$ cat src/rtl/mem_stage_pkg.sv
// Shared constants for the MEM stage: control-word layout, load/store widths,
// exception codes and the LSU state encoding.
package mem_stage_pkg;

  localparam int CW_W        = 14;
  localparam int CW_BT       = 13;
  localparam int CW_RF_WB    = 12;
  localparam int CW_MEM_WE   = 11;
  localparam int CW_WB_SRC   = 9;
  localparam int CW_PC_SRC   = 8;
  localparam int CW_RD       = 3;
  localparam int CW_F3       = 0;

  localparam logic [1:0] WB_MEM = 2'b01;

  localparam logic [2:0] F3_B  = 3'b000;
  localparam logic [2:0] F3_H  = 3'b001;
  localparam logic [2:0] F3_W  = 3'b010;
  localparam logic [2:0] F3_BU = 3'b100;
  localparam logic [2:0] F3_HU = 3'b101;

  localparam logic [1:0] EXC_NONE     = 2'b00;
  localparam logic [1:0] EXC_MISALIGN = 2'b01;
  localparam logic [1:0] EXC_ILLEGAL  = 2'b10;
  localparam logic [1:0] EXC_TIMEOUT  = 2'b11;

  localparam logic [1:0] ST_IDLE   = 2'b00;
  localparam logic [1:0] ST_REQ    = 2'b01;
  localparam logic [1:0] ST_WAIT_R = 2'b10;
  localparam logic [1:0] ST_DONE   = 2'b11;

endpackage

$ cat src/rtl/mem_stage_lsu_align.sv
// Combinational byte-lane logic: store steering/strobes and legality checks on the
// request side, byte/half extraction and extension on the response side.
module lsu_align
  import mem_stage_pkg::*;
(
  input  logic [1:0]  req_off,
  input  logic [2:0]  req_funct3,
  input  logic        req_is_load,
  input  logic        req_is_store,
  input  logic [31:0] req_data,
  output logic [31:0] st_wdata,
  output logic [3:0]  st_wstrb,
  output logic        misaligned,
  output logic        illegal_width,
  input  logic [1:0]  rsp_off,
  input  logic [2:0]  rsp_funct3,
  input  logic [31:0] rsp_rdata,
  output logic [31:0] ld_data
);

  logic [31:0] rsp_shift;
  logic [7:0]  rsp_byte;
  logic [15:0] rsp_half;

  always_comb begin
    st_wdata = req_data;
    st_wstrb = 4'b1111;
    case (req_funct3[1:0])
      2'b00: begin
        st_wdata = {4{req_data[7:0]}};
        st_wstrb = 4'b0001 << req_off;
      end
      2'b01: begin
        st_wdata = {2{req_data[15:0]}};
        st_wstrb = req_off[1] ? 4'b1100 : 4'b0011;
      end
      default: ;
    endcase
  end

  // Width legality takes precedence so an illegal encoding never reports misalignment.
  always_comb begin
    illegal_width = 1'b0;
    if (req_is_store)
      illegal_width = req_funct3[2] | (req_funct3[1:0] == 2'b11);
    else if (req_is_load)
      illegal_width = (req_funct3 == 3'b011) | (req_funct3 == 3'b110) | (req_funct3 == 3'b111);
    misaligned = ~illegal_width & (req_is_load | req_is_store) &
                 (((req_funct3[1:0] == 2'b01) & req_off[0]) |
                  ((req_funct3[1:0] == 2'b10) & (req_off != 2'b00)));
  end

  always_comb begin
    rsp_shift = rsp_rdata >> {rsp_off, 3'b000};
    rsp_byte  = rsp_shift[7:0];
    rsp_half  = rsp_off[1] ? rsp_rdata[31:16] : rsp_rdata[15:0];
    case (rsp_funct3)
      F3_B:    ld_data = {{24{rsp_byte[7]}}, rsp_byte};
      F3_H:    ld_data = {{16{rsp_half[15]}}, rsp_half};
      F3_BU:   ld_data = {24'b0, rsp_byte};
      F3_HU:   ld_data = {16'b0, rsp_half};
      default: ld_data = rsp_rdata;
    endcase
  end

endmodule

$ cat src/rtl/mem_stage_lsu.sv
// Registered MEM stage: accepts one EX instruction at a time, runs a req/gnt/rvalid
// memory access when needed and presents one out_valid pulse per instruction to WB.
module mem_stage_lsu
  import mem_stage_pkg::*;
#(
  parameter int ADDR_W  = 32,
  parameter int TIMEOUT = 64
) (
  input  logic              clk,
  input  logic              rst,
  input  logic              in_valid,
  output logic              in_ready,
  output logic              stall_mem,
  input  logic [ADDR_W-1:0] calculated_adr,
  input  logic [31:0]       pc_plus_4_ex,
  input  logic [31:0]       ALU_result,
  input  logic [31:0]       regfileb_ex,
  input  logic [13:0]       control_word_ex,
  output logic              mem_req,
  output logic              mem_we,
  output logic [ADDR_W-1:0] mem_addr,
  output logic [31:0]       mem_wdata,
  output logic [3:0]        mem_wstrb,
  input  logic              mem_gnt,
  input  logic              mem_rvalid,
  input  logic [31:0]       mem_rdata,
  output logic              out_valid,
  output logic [31:0]       mem_data_out,
  output logic [ADDR_W-1:0] target_pc,
  output logic [31:0]       pc_plus_4_mem,
  output logic [31:0]       alu_result_mem,
  output logic [4:0]        rd_mem,
  output logic [3:0]        control_word_mem,
  output logic              exc_valid,
  output logic [1:0]        exc_code
);

  localparam int TO_W = $clog2(TIMEOUT + 1);

  logic [1:0]        state_q, state_d;
  logic [TO_W-1:0]   cnt_q, cnt_d;
  logic [ADDR_W-1:0] target_pc_q, target_pc_d;
  logic [31:0]       pc4_q, pc4_d;
  logic [31:0]       alu_q, alu_d;
  logic [4:0]        rd_q, rd_d;
  logic              rf_wb_q, rf_wb_d;
  logic [1:0]        wb_src_q, wb_src_d;
  logic              br_pc_q, br_pc_d;
  logic [2:0]        funct3_q, funct3_d;
  logic              mem_we_q, mem_we_d;
  logic [ADDR_W-1:0] mem_addr_q, mem_addr_d;
  logic [31:0]       mem_wdata_q, mem_wdata_d;
  logic [3:0]        mem_wstrb_q, mem_wstrb_d;
  logic [31:0]       mem_data_q, mem_data_d;
  logic [1:0]        exc_q, exc_d;

  logic        ex_is_store, ex_is_load, ex_is_mem;
  logic [2:0]  ex_funct3;
  logic [31:0] st_wdata, ld_data;
  logic [3:0]  st_wstrb;
  logic        misaligned, illegal_width, timeout_hit;

  assign ex_funct3   = control_word_ex[CW_F3 +: 3];
  assign ex_is_store = control_word_ex[CW_MEM_WE];
  assign ex_is_load  = ~ex_is_store & (control_word_ex[CW_WB_SRC +: 2] == WB_MEM);
  assign ex_is_mem   = ex_is_store | ex_is_load;
  assign timeout_hit = (cnt_q == TO_W'(TIMEOUT - 1));

  lsu_align u_align (
    .req_off       (calculated_adr[1:0]),
    .req_funct3    (ex_funct3),
    .req_is_load   (ex_is_load),
    .req_is_store  (ex_is_store),
    .req_data      (regfileb_ex),
    .st_wdata      (st_wdata),
    .st_wstrb      (st_wstrb),
    .misaligned    (misaligned),
    .illegal_width (illegal_width),
    .rsp_off       (target_pc_q[1:0]),
    .rsp_funct3    (funct3_q),
    .rsp_rdata     (mem_rdata),
    .ld_data       (ld_data)
  );

  always_comb begin
    state_d     = state_q;
    cnt_d       = cnt_q;
    target_pc_d = target_pc_q;
    pc4_d       = pc4_q;
    alu_d       = alu_q;
    rd_d        = rd_q;
    rf_wb_d     = rf_wb_q;
    wb_src_d    = wb_src_q;
    br_pc_d     = br_pc_q;
    funct3_d    = funct3_q;
    mem_we_d    = mem_we_q;
    mem_addr_d  = mem_addr_q;
    mem_wdata_d = mem_wdata_q;
    mem_wstrb_d = mem_wstrb_q;
    mem_data_d  = mem_data_q;
    exc_d       = exc_q;
    case (state_q)
      ST_IDLE: begin
        if (in_valid) begin
          target_pc_d = calculated_adr;
          pc4_d       = pc_plus_4_ex;
          alu_d       = ALU_result;
          rd_d        = control_word_ex[CW_RD +: 5];
          rf_wb_d     = control_word_ex[CW_RF_WB];
          wb_src_d    = control_word_ex[CW_WB_SRC +: 2];
          br_pc_d     = control_word_ex[CW_BT] & control_word_ex[CW_PC_SRC];
          funct3_d    = ex_funct3;
          mem_data_d  = 32'b0;
          cnt_d       = '0;
          exc_d       = illegal_width ? EXC_ILLEGAL : (misaligned ? EXC_MISALIGN : EXC_NONE);
          // Request fields freeze here so they stay stable for the whole REQ phase.
          mem_addr_d  = {calculated_adr[ADDR_W-1:2], 2'b00};
          mem_we_d    = ex_is_store & ~illegal_width & ~misaligned;
          mem_wdata_d = st_wdata;
          mem_wstrb_d = ex_is_store ? st_wstrb : 4'b0000;
          state_d     = (ex_is_mem & ~illegal_width & ~misaligned) ? ST_REQ : ST_DONE;
        end
      end
      ST_REQ: begin
        cnt_d = cnt_q + 1'b1;
        if (mem_gnt) begin
          if (mem_we_q) begin
            state_d = ST_DONE;
          end else if (mem_rvalid) begin
            mem_data_d = ld_data;
            state_d    = ST_DONE;
          end else begin
            state_d = ST_WAIT_R;
          end
        end else if (timeout_hit) begin
          exc_d   = EXC_TIMEOUT;
          state_d = ST_DONE;
        end
      end
      ST_WAIT_R: begin
        cnt_d = cnt_q + 1'b1;
        if (mem_rvalid) begin
          mem_data_d = ld_data;
          state_d    = ST_DONE;
        end else if (timeout_hit) begin
          exc_d   = EXC_TIMEOUT;
          state_d = ST_DONE;
        end
      end
      default: state_d = ST_IDLE;
    endcase
  end

  always_ff @(posedge clk) begin
    if (rst) begin
      state_q     <= ST_IDLE;
      cnt_q       <= '0;
      target_pc_q <= '0;
      pc4_q       <= '0;
      alu_q       <= '0;
      rd_q        <= '0;
      rf_wb_q     <= 1'b0;
      wb_src_q    <= '0;
      br_pc_q     <= 1'b0;
      funct3_q    <= '0;
      mem_we_q    <= 1'b0;
      mem_addr_q  <= '0;
      mem_wdata_q <= '0;
      mem_wstrb_q <= '0;
      mem_data_q  <= '0;
      exc_q       <= EXC_NONE;
    end else begin
      state_q     <= state_d;
      cnt_q       <= cnt_d;
      target_pc_q <= target_pc_d;
      pc4_q       <= pc4_d;
      alu_q       <= alu_d;
      rd_q        <= rd_d;
      rf_wb_q     <= rf_wb_d;
      wb_src_q    <= wb_src_d;
      br_pc_q     <= br_pc_d;
      funct3_q    <= funct3_d;
      mem_we_q    <= mem_we_d;
      mem_addr_q  <= mem_addr_d;
      mem_wdata_q <= mem_wdata_d;
      mem_wstrb_q <= mem_wstrb_d;
      mem_data_q  <= mem_data_d;
      exc_q       <= exc_d;
    end
  end

  assign in_ready         = (state_q == ST_IDLE);
  assign stall_mem        = ~in_ready;
  assign mem_req          = (state_q == ST_REQ);
  assign mem_we           = mem_we_q;
  assign mem_addr         = mem_addr_q;
  assign mem_wdata        = mem_wdata_q;
  assign mem_wstrb        = mem_wstrb_q;
  assign out_valid        = (state_q == ST_DONE);
  assign mem_data_out     = mem_data_q;
  assign target_pc        = target_pc_q;
  assign pc_plus_4_mem    = pc4_q;
  assign alu_result_mem   = alu_q;
  assign rd_mem           = rd_q;
  assign control_word_mem = {rf_wb_q & (exc_q == EXC_NONE), wb_src_q, br_pc_q};
  assign exc_valid        = out_valid & (exc_q != EXC_NONE);
  assign exc_code         = exc_q;

endmodule

$ cat config.mk
export PLATFORM = sky130hd
export DESIGN_NAME = mem_stage_lsu
export DESIGN_NICKNAME = d
export VERILOG_FILES = /design/src/rtl/mem_stage_pkg.sv /design/src/rtl/mem_stage_lsu_align.sv /design/src/rtl/mem_stage_lsu.sv
export SDC_FILE = /design/constraint.sdc
export NUM_CORES = 1
export LEC_CHECK = 0
export CORE_AREA = 2 2 150 152
export DETAILED_ROUTE_END_ITERATION = 10
export DIE_AREA = 0 0 152 154
export PLACE_DENSITY = 0.87
export SETUP_SLACK_MARGIN = 0.5
export SYNTH_ARGS = -nofsm -noshare
export SYNTH_HDL_FRONTEND = slang
export SYNTH_HIERARCHICAL = 1
export SYNTH_SLANG_ARGS = --single-unit
export TNS_END_PERCENT = 50
$ cat constraint.sdc
create_clock -name clk -period 2.4 [get_ports clk]
set_clock_uncertainty 0.05 [all_clocks]
set_input_delay 0.48 -clock clk [delete_from_list [all_inputs] [get_ports clk]]
set_output_delay 0.48 -clock clk [all_outputs]
set_load 0.01 [all_outputs]
==> key figures, run 1 <==
Run status
  – Status: complete, no violations

Critical path
  – Reg-to-Reg End: mem_data_out[22]
  – CP Launch Point: state_q[1]
  – Setup Crit Path Kind: reg -> reg
  – R2r setup slk: 390 ps
  – Data required, critical path: 2690 ps
  – Worst R2R Path Depth: 9
  – R2R Path Start: state_q[1]
  – Crit path cell chain: inv_4 -> ha_4 -> buf_6 -> nor2b_4 -> a2111oi_4 -> buf_4 -> clkbuf_16 -> nand3_2 -> a21oi_1
  – CP Launch Type: flop
  – Buf/Inv on CP: 4
  – Crit-path slowest cell: dfxtp_4
  – Data arrival, critical path: 2310 ps
  – Top delay family on crit path: buffers and inverters
  – CP Max Fanout: 8
  – Max stage delay on crit path: 390 ps
  – Critical Path Stages: 9
  – Crit. End Element: flop

Synthesis
  – Register bit total from synthesis: 188
  – Synth Instances: approximately 1100
  – Proportion of netlist area held by the largest area contributor: 0.4401
  – Synth area leaders: dfxtp_1, nand2_1, a21oi_1
  – Synthesized area per cell: 7.867 um^2
  – Fraction of registers with async set/reset: 0
  – Cell taking the most area after synthesis: dfxtp_1
  – Unique masters post-synth: 47
  – Most used flip-flop cell after synthesis: dfxtp_1
  – Post-synthesis sequential area ratio: 0.4401
  – Number of synthesized flops with an enable pin: 0
  – Ys Warns: 6
  – Synth Cell Area: 8552 um^2

Timing
  – Final setup margin: 387.6 ps
  – Max Transition Viols Final: 0
  – Rel. slew slack: 0.5556
  – Hold Vio Cnt, Final: 0
  – Final Cycle Share: 0.8385
  – Post-layout minimum cycle time: between 2000 and 2500 ps
  – Sum Neg Setup Slack: 0 ps
  – RSZ-0062 raised after global routing: yes
  – Fmax: 496.9 MHz
  – Setup Viol. Count Final: 0
  – Slew @ Worst Pin: 666.6 ps

Clocking
  – Reg clk slew, reported paths: 80 ps
  – Bufs on Longest Clock Path: 2
  – CTS tree: done
  – Number of buffers created by CTS: 17
  – CTS Sinks: 188
  – Hold-fix buffers, CTS: 0
  – Htree depth: 4
  – Root Buffer: clkbuf_16
  – Worst-Skew Late Latency: 420 ps

Cells and area
  – Most common cell after layout, fill and taps aside: clkdlybuf4s50_1
  – Layout cells sized above 1: 0.1308
  – Most frequent cells in the layout: clkdlybuf4s50_1, nand2_1, dfxtp_1
  – Nets@finish: 1601
  – Final Instance Count excl. Fillers: around 1700
  – Fillers: 1738
  – P&R area growth vs syn: 60.09%

Place
  – Placement-stage worst setup slack: between 2 and 2.5 ps
  – IO Port Bufs: about 390
  – Post-DP HPWL: 20040 um
  – GPL Wtd Cong: 0.8455
  – Inst Count DP: 1663

Die
  – Row count: 54
  – Die Y: 154 um
  – Core Footprint: roughly 22000 um^2
  – Die Wd: 152 um
  – Initial Util: 0.3943
  – Full die area: 23410 um^2
  – Ports: 392

Drt
  – Average wire per standard cell: roughly 17 um
  – Final wirelength: 29360 um
  – DR iter-0 viols: 473
  – Routed vias: 8930
  – Post-route DRC: 0
  – Via density: 5.219
  – Antenna Nets Post-Route: 0
  – DRT Pass-1 Iters: 5

Global route
  – Global route overflow: 0
  – Initial antenna violation count: 1
  – Total GRT Usage: 0.2279
  – First-pass GRT wire length: 44130 um
  – Largest net degree at the start of global routing: 80
  – Vias in the first global route: 8703

Pwr
  – Pwr dens: 1024 nW/um^2
  – VDD IR max: around 580 uV
  – Power Total: 14.02 mW
  – Leak Pwr: 5.397 nW

Min path
  – Hold path startpoint: pc_plus_4_mem[10]
  – Hold Crit Depth: 2
  – Hold Path Sink: pc_plus_4_mem[10]
  – HP Class: reg -> reg

Run
  – Max Cap Violations: 0
metal layers:
metal	wire length, um	track usage	vias to the layer above
li1	-	-	4272
met4	798	0.07966	0
met5	0	0	-
met2	14450	0.3919	417
met3	2654	0.08258	67
met1	11460	0.2618	4174
metrics by stage:
| stage | hold WS [ps] | area, um^2 | utilization |
|---|---|---|---|
| after floorplan | 382.1 | 8558 | - |
| after global placement | 389.2 | 12450 | 0.5742 |
| after detailed placement | 394.8 | 12450 | 0.5742 |
| after CTS | 404.4 | 13210 | 0.6091 |
| after global routing | 421.7 | 13690 | 0.6312 |
| final | 403.8 | 13690 | 0.6312 |
repair_timing:
action / 4_1_cts / 5_1_grt
setup endpoints to repair: 86 / 135
setup buffers: 7 / 5
gates resized for setup: 35 / 106
pin swaps: 5 / 42
gates cloned: 2 / 1
Yosys cell counts, drive strengths merged, types with 9 or more instances:
library cell    n
buf            70
nand3b         10
inv            10
nand2         331
nand3          43
a21oi         210
o21ai          13
dfxtp         188
a22o            9
nor2           12
mux2           19
mux2i          23
nor2b          30
clkbuf         54
cell families (layout without fill, tap and decap cells):
family / count (synthesis) / in the layout / synth area share
fa+ha+maj: 5 / 5 / 0.007315
simple gates: 444 / 444 / 0.2209
flops: 188 / 188 / 0.4401
buf+inv: 134 / 476 / 0.08734
compound gates: 272 / 272 / 0.1893
other cells: 1 / 3 / 0.0004385
mux: 43 / 43 / 0.05457
sequential cells by signal, summed over array words and instances, names as in the netlist, 2 cells and up:
register        flops
funct3_q            3
exc_code            2
rd_mem              5
alu_result_mem     32
state_q             2
wb_src_q            2
mem_wstrb           4
target_pc          32
mem_wdata          32
pc_plus_4_mem      32
cnt_q               7
mem_data_out       32
power breakdown:
part	internal (mW)	total, mW	switching [mW]
clock network	1.54	2.91	1.36
logic	3.27	6.87	3.59
registers	3.80	4.24	0.436
total	8.62	14.0	5.40
worst max path at each step:
stage | end | slack [ps]
2_1_floorplan | mem_data_out[21] | 530
3_3_place_gp | state_q[1] | 60
3_5_place_dp | state_q[1] | 2
4_1_cts | exc_valid | 390
5_1_grt | mem_data_out[22] | 350
6_report | mem_data_out[22] | 390
cell type report:
type / count / area [um^2] / share of cell area
clock buffer: 19 / 452.9 / 0.03308
inverter: 10 / 40.04 / 0.002925
timing repair buffer: 434 / 4484 / 0.3275
tap: 280 / 350.3 / 0.02559
antenna: 1 / 2.502 / 0.0001828
sequential: 188 / 3777 / 0.2759
clock inverter: 13 / 145.1 / 0.01060
multi-input combinational: 766 / 4438 / 0.3242
worst reg2reg max path, stage by stage, from the launching register on:
cell	delay, ps
dfxtp_4	390
inv_4	50
ha_4	160
buf_6	120
nor2b_4	150
a2111oi_4	310
buf_4	230
clkbuf_16	180
nand3_2	80
a21oi_1	210
Power figures use the tool's default switching activity.
==> run 2, diff against run 1 <==
--- a/config.mk
+++ b/config.mk
@@ -5,9 +5,9 @@
 export SDC_FILE = /design/constraint.sdc
 export NUM_CORES = 1
 export LEC_CHECK = 0
-export CORE_AREA = 2 2 150 152
+export CORE_MARGIN = 2
+export CORE_UTILIZATION = 38
 export DETAILED_ROUTE_END_ITERATION = 10
-export DIE_AREA = 0 0 152 154
 export PLACE_DENSITY = 0.87
 export SETUP_SLACK_MARGIN = 0.5
 export SYNTH_ARGS = -nofsm -noshare
==> constraint.sdc (replaced) <==
create_clock -name clk -period 1.8 [get_ports clk]
set_clock_uncertainty 0.05 [all_clocks]
set_input_delay 0.36 -clock clk [delete_from_list [all_inputs] [get_ports clk]]
set_output_delay 0.36 -clock clk [all_outputs]
set_load 0.01 [all_outputs]
==> run 2 against run 1 <==
  * The flow now finishes with violations (setup timing)
  * Sequential share of layout area decreased by 1.3 points
  * First-iteration DRC count increased by 44%
  * Routed wire length increased by 16%
  * Worst setup slack got worse by 510 ps
  * Worst hold slack got worse by 230 ps
  * Design area increased by 11%
  * Die area increased by 1.3%
  * Clock-buffer cell count decreased by 1
  * Total power increased by 49%
  * Register-to-register slack got worse by 510 ps
  * Non-clock buffer count increased by 92
  * Highest routed layer unchanged
==> key figures, run 2 (same netlist as run 1, synthesis figures left out) <==
Cells and area
  – Antenna diodes: 0
  – Nets@finish: between 1500 and 2000
  – Most frequent cells in the layout: nand2_1, buf_6, clkdlybuf4s50_1
  – Most common cell after layout, fill and taps aside: nand2_1
  – P&R area growth vs syn: 77.32%
  – Layout cells sized above 1: 0.4294

Pwr
  – Gate power share: 0.530
  – Int Pwr: about 13 mW
  – Sequential fraction of design power: 0.286
  – Power Total: 20.92 mW
  – Pwr dens: 1380 nW/um^2
  – Clock share of power: 0.183
  – VDD IR max: 719.4 uV
  – Sw frac: 0.3742
  – Sw Pwr: 7.829 mW
  – Leak Pwr: 6.160 nW

Critical path
  – Crit path cell chain: inv_4 -> ha_4 -> nor2b_4 -> a2111oi_4 -> buf_4 -> clkbuf_16 -> nand3_1 -> a21oi_1
  – Crit. End Element: flop
  – CP Max Fanout: 8
  – Data arrival, critical path: between 2000 and 2500 ps
  – Crit-path slowest cell: dfxtp_4
  – Top delay family on crit path: compound AO/OA/AOI/OAI gates
  – Buf/Inv on CP: 3
  – CP Launch Type: flop
  – Max stage delay on crit path: between 300 and 400 ps
  – Data required, critical path: 2100 ps
  – Setup Crit Path Kind: reg -> reg

Die
  – Die Y: 154.0 um
  – Ports: 392
  – Initial Util: 0.3895
  – Full die area: 23720 um^2
  – Core Footprint: 21960 um^2
  – Row count: 54
  – Die Wd: 154.0 um

Timing
  – Min Hold Slack: 169.6 ps
  – Max Transition Viols Final: 0
  – Final setup margin: -124.5 ps
  – Post-layout minimum cycle time: 1924 ps
  – Rel. slew slack: 0.6137
  – RSZ-0062 raised after global routing: yes
  – Final Cycle Share: 1.069
  – Fmax: 519.6 MHz
  – Setup Viol. Count Final: 32
  – Slew @ Worst Pin: 578.2 ps
  – Hold Vio Cnt, Final: 0

Drt
  – Routed vias: around 9500
  – Via density: around 5.3
  – Final wirelength: between 30000 and 40000 um
  – DR iter-0 viols: just under 700
  – Average wire per standard cell: around 19 um
  – DRT Pass-1 Iters: 5
  – Post-route DRC: 0
  – Antenna Nets Post-Route: 0

Global route
  – Global route overflow: 0
  – Total GRT Usage: 0.2475
  – Initial antenna violation count: 0
  – Largest net degree at the start of global routing: 65
  – Vias in the first global route: 9226
  – First-pass GRT wire length: between 40000 and 50000 um

Run status
  – Failing checks: setup timing
  – Status: finished with violations

Min path
  – HP Class: in -> reg

Clocking
  – Hold-fix buffers, CTS: 0
  – Reg clk slew, reported paths: 70 ps
  – Htree depth: 4
  – CTS tree: done
  – Worst-Skew Late Latency: 430 ps
  – Bufs on Longest Clock Path: 2
  – CTS Sinks: 188
  – Root Buffer: clkbuf_16
  – Number of buffers created by CTS: 17

Run
  – Max Cap Violations: 0

Place
  – Post-DP HPWL: 21030 um
  – GPL Wtd Cong: 0.8406
  – IO Port Bufs: slightly below 400
==> run 2: changes by cell type in the layout (fill, tap and decap cells not counted), moves of 20 or more <==
cell,before,now
buf_6,2,206
nand3_1,17,37
buf_4,30,84
clkdlybuf4s50_1,348,180
dlymetal6s2s_1,30,5
dfxtp_1,181,22
dfxtp_2,5,157
==> run 2: layer usage <==
layer / part of all wire / track usage
met2: 0.50 / 0.4320
met1: 0.37 / 0.2769
met5: 0 / 0
met4: 0.036 / 0.1068
met3: 0.092 / 0.07976
==> run 2: final timing paths <==
path / depth (start not counted) / slack [ps] / startpoint / endpoint
max: 8 / -120 / state_q[1] / mem_data_out[30]
min: 3 / 170 / control_word_ex[9] / wb_src_q[0]
max reg2reg: 8 / -120 / state_q[1] / mem_data_out[30]
min reg2reg: 2 / 400 / mem_wdata[31] / mem_wdata[31]
==> run 2: timing repair <==
item	CTS	global route
setup endpoints to repair	399	399
buffers inserted	34	17
resized for setup	563	636
pin swaps	8	34
gates cloned	3	14
==> run 2: tightest hold or removal path, stage by stage <==
cell and delay, ps:
dlymetal6s2s_1 140, nand2_1 60, a21oi_1 50
==> run 2: power by group through the flow <==
stage	registers [mW]	clock network (mW)	logic [mW]
floorplan	6.02	0	4.25
global placement	5.67	0	8.13
detailed placement	5.72	0	8.27
CTS	5.75	3.87	9.17
global route	6.10	4.06	11.7
finish	5.99	3.83	11.1
==> run 2: metrics by stage <==
step / area [um^2] / TNS (ps) / instances / setup WS, ps / utilization
after floorplan: 8695 / 0 / 1088 / 56.03 / -
after CTS: 14040 / 0 / 1772 / 4.347 / 0.6396
after global placement: 12850 / -13810 / 1703 / -372.2 / 0.5853
after detailed placement: 12850 / -17450 / 1703 / -414.6 / 0.5853
after global routing: 15160 / -4040 / 1803 / -169.1 / 0.6906
final: 15160 / -1210 / 1803 / -124.5 / 0.6906
==> run 2: area by class of cell <==
type	count	area [um^2]
clock buffer	18	429.2
timing repair buffer	526	5769
clock inverter	14	152.6
sequential	188	3994
fill	1549	6794
tap	280	350.3
inverter	10	42.54
multi-input combinational	767	4427
==> run 3, diff against run 2 <==
--- a/config.mk
+++ b/config.mk
@@ -5,10 +5,10 @@
 export SDC_FILE = /design/constraint.sdc
 export NUM_CORES = 1
 export LEC_CHECK = 0
-export CORE_MARGIN = 2
-export CORE_UTILIZATION = 38
+export CORE_AREA = 2 2 154 156
 export DETAILED_ROUTE_END_ITERATION = 10
-export PLACE_DENSITY = 0.87
+export DIE_AREA = 0 0 156 158
+export PLACE_DENSITY = 0.83
 export SETUP_SLACK_MARGIN = 0.5
 export SYNTH_ARGS = -nofsm -noshare
 export SYNTH_HDL_FRONTEND = slang
==> constraint.sdc (replaced) <==
create_clock -name clk -period 2.3 [get_ports clk]
set_clock_uncertainty 0.05 [all_clocks]
set_input_delay 0.46 -clock clk [delete_from_list [all_inputs] [get_ports clk]]
set_output_delay 0.46 -clock clk [all_outputs]
set_load 0.01 [all_outputs]
==> run 3 against run 2 <==
  * The flow now finishes without violations
  * Worst hold slack improved by 140 ps
  * Flip-flop and latch count unchanged
  * Routed wire length down 11%
  * Core utilization down 9.1 points
  * Sequential share of layout area grew 1.0 points
  * Combinational power fell by 34%
  * Critical endpoint is now cnt_q[5]
==> key figures, run 3 (same netlist as run 1, synthesis figures left out) <==
Clocking
  – Number of buffers created by CTS: 17
  – Root Buffer: clkbuf_16
  – CTS tree: done
  – Htree depth: 4
  – CTS Sinks: about 190
  – Bufs on Longest Clock Path: 2
  – Reg clk slew, reported paths: 70 ps
  – Worst-Skew Late Latency: 420 ps
  – Hold-fix buffers, CTS: 0

Drt
  – DR iter-0 viols: 517
  – DRT Pass-1 Iters: 5
  – Routed vias: 9082
  – Post-route DRC: 0
  – Average wire per standard cell: 17.34 um
  – Final wirelength: 30230 um
  – Antenna Nets Post-Route: 0
  – Via density: 5.211

Run status
  – Status: complete, no violations

Die
  – Die Wd: 156 um
  – Ports: around 390
  – Die Y: 158 um
  – Initial Util: 0.3710
  – Full die area: 24650 um^2
  – Row count: 56
  – Core Footprint: 23050 um^2

Timing
  – Post-layout minimum cycle time: 1921 ps
  – Rel. slew slack: 0.5222
  – Final setup margin: 378.7 ps
  – Max Transition Viols Final: 0
  – Hold Vio Cnt, Final: 0
  – Sum Neg Setup Slack: 0 ps
  – Final Cycle Share: 0.8354
  – Slew @ Worst Pin: 715.2 ps
  – Setup Viol. Count Final: 0
  – Fmax: 520.5 MHz
  – RSZ-0062 raised after global routing: yes

Cells and area
  – Fillers: 1961
  – Nets@finish: 1623
  – P&R area growth vs syn: 61.67%
  – Most frequent cells in the layout: nand2_1, clkdlybuf4s50_1, a21oi_1
  – Final Instance Count excl. Fillers: 1743
  – Final Util: 0.5998
  – Layout cells sized above 1: 0.1343
  – Most common cell after layout, fill and taps aside: nand2_1

Place
  – Post-DP HPWL: 20350 um
  – Placement-stage worst setup slack: -116.8 ps
  – IO Port Bufs: 389
  – Inst Count DP: 1683
  – GPL Wtd Cong: 0.8677

Critical path
  – R2r setup slk: 380 ps
  – Data required, critical path: 2600 ps
  – Data arrival, critical path: 2220 ps
  – CP Max Fanout: 5
  – Setup Crit Path Kind: reg -> reg
  – CP Launch Type: flop
  – Crit. End Element: flop

Global route
  – Largest net degree at the start of global routing: 66
  – Total GRT Usage: 0.2229
  – Vias in the first global route: around 8600
  – First-pass GRT wire length: 43970 um
  – Initial antenna violation count: 1
  – Global route overflow: 0

Run
  – Max Cap Violations: 0

Pwr
  – Leak Pwr: approximately 6.3 nW
  – Power Total: between 10 and 15 mW
  – VDD IR max: 626.8 uV
  – Pwr dens: 1054 nW/um^2

Min path
  – HP Class: in -> reg
[run 3: cell count changes in the layout (fill, tap and decap cells not counted), moves of 17 or more]
| cell | before | now |
|---|---|---|
| a21oi_1 | 168 | 193 |
| a21oi_2 | 42 | 17 |
| buf_4 | 84 | 36 |
| buf_6 | 206 | 10 |
| clkdlybuf4s50_1 | 180 | 236 |
| dfxtp_1 | 22 | 178 |
| dfxtp_2 | 157 | 8 |
| dlygate4sd2_1 | 0 | 87 |
| dlymetal6s2s_1 | 5 | 58 |
| nand2_1 | 313 | 330 |
[run 3: critical path: stages (launching register included)]
cell and delay (ps):
dfxtp_4 380, inv_2 60, ha_4 270, buf_4 120
inv_1 130, or3_4 410, or3_1 320, a31oi_1 130
[run 3: final timing paths]
kind,from,to,cells after the start
setup / recovery,state_q[0],cnt_q[5],7
hold / removal,control_word_ex[9],wb_src_q[0],3
setup reg to reg,state_q[0],cnt_q[5],7
hold reg to reg,alu_result_mem[10],alu_result_mem[10],2
[run 3: power by group]
part | switching (mW) | internal, mW | total [mW]
combinational | 3.69 | 3.62 | 7.31
sequential | 0.440 | 3.97 | 4.41
clock | 1.43 | 1.43 | 2.86
total | 5.56 | 9.02 | 14.6
[run 3: per-stage QoR]
stage	area [um^2]	hold WS [ps]
after detailed placement	12600	395.3
after global routing	13830	305.2
final	13830	307.7
after CTS	13380	404.3
after global placement	12600	388.5
after floorplan	8574	382.1
[run 3: layout make-up]
type | count | area [um^2] | area share
Antenna cell | 1 | 2.502 | 0.0001810
Multi-Input combinational cell | 766 | 4278 | 0.3094
Timing Repair Buffer | 456 | 4810 | 0.3479
Clock inverter | 14 | 122.6 | 0.008869
Tap cell | 290 | 362.8 | 0.02624
Inverter | 10 | 40.04 | 0.002896
Clock buffer | 18 | 429.2 | 0.03104
Sequential cell | 188 | 3781 | 0.2735
[run 3: repair_timing]
item / 4_1_cts / 5_1_grt
setup endpoints to repair: 250 / 238
gates cloned: 3 / 3
gates resized for setup: 157 / 86
pin swaps: 28 / 16
setup buffers: 11 / 10
[run 3: per-layer routing]
metal,GRT usage,wire length (um),up-vias
met1,0.2653,12070,4301
li1,-,-,4314
met5,0,0,-
met2,0.3759,14790,412
met3,0.07145,2669,55
met4,0.08563,697,0
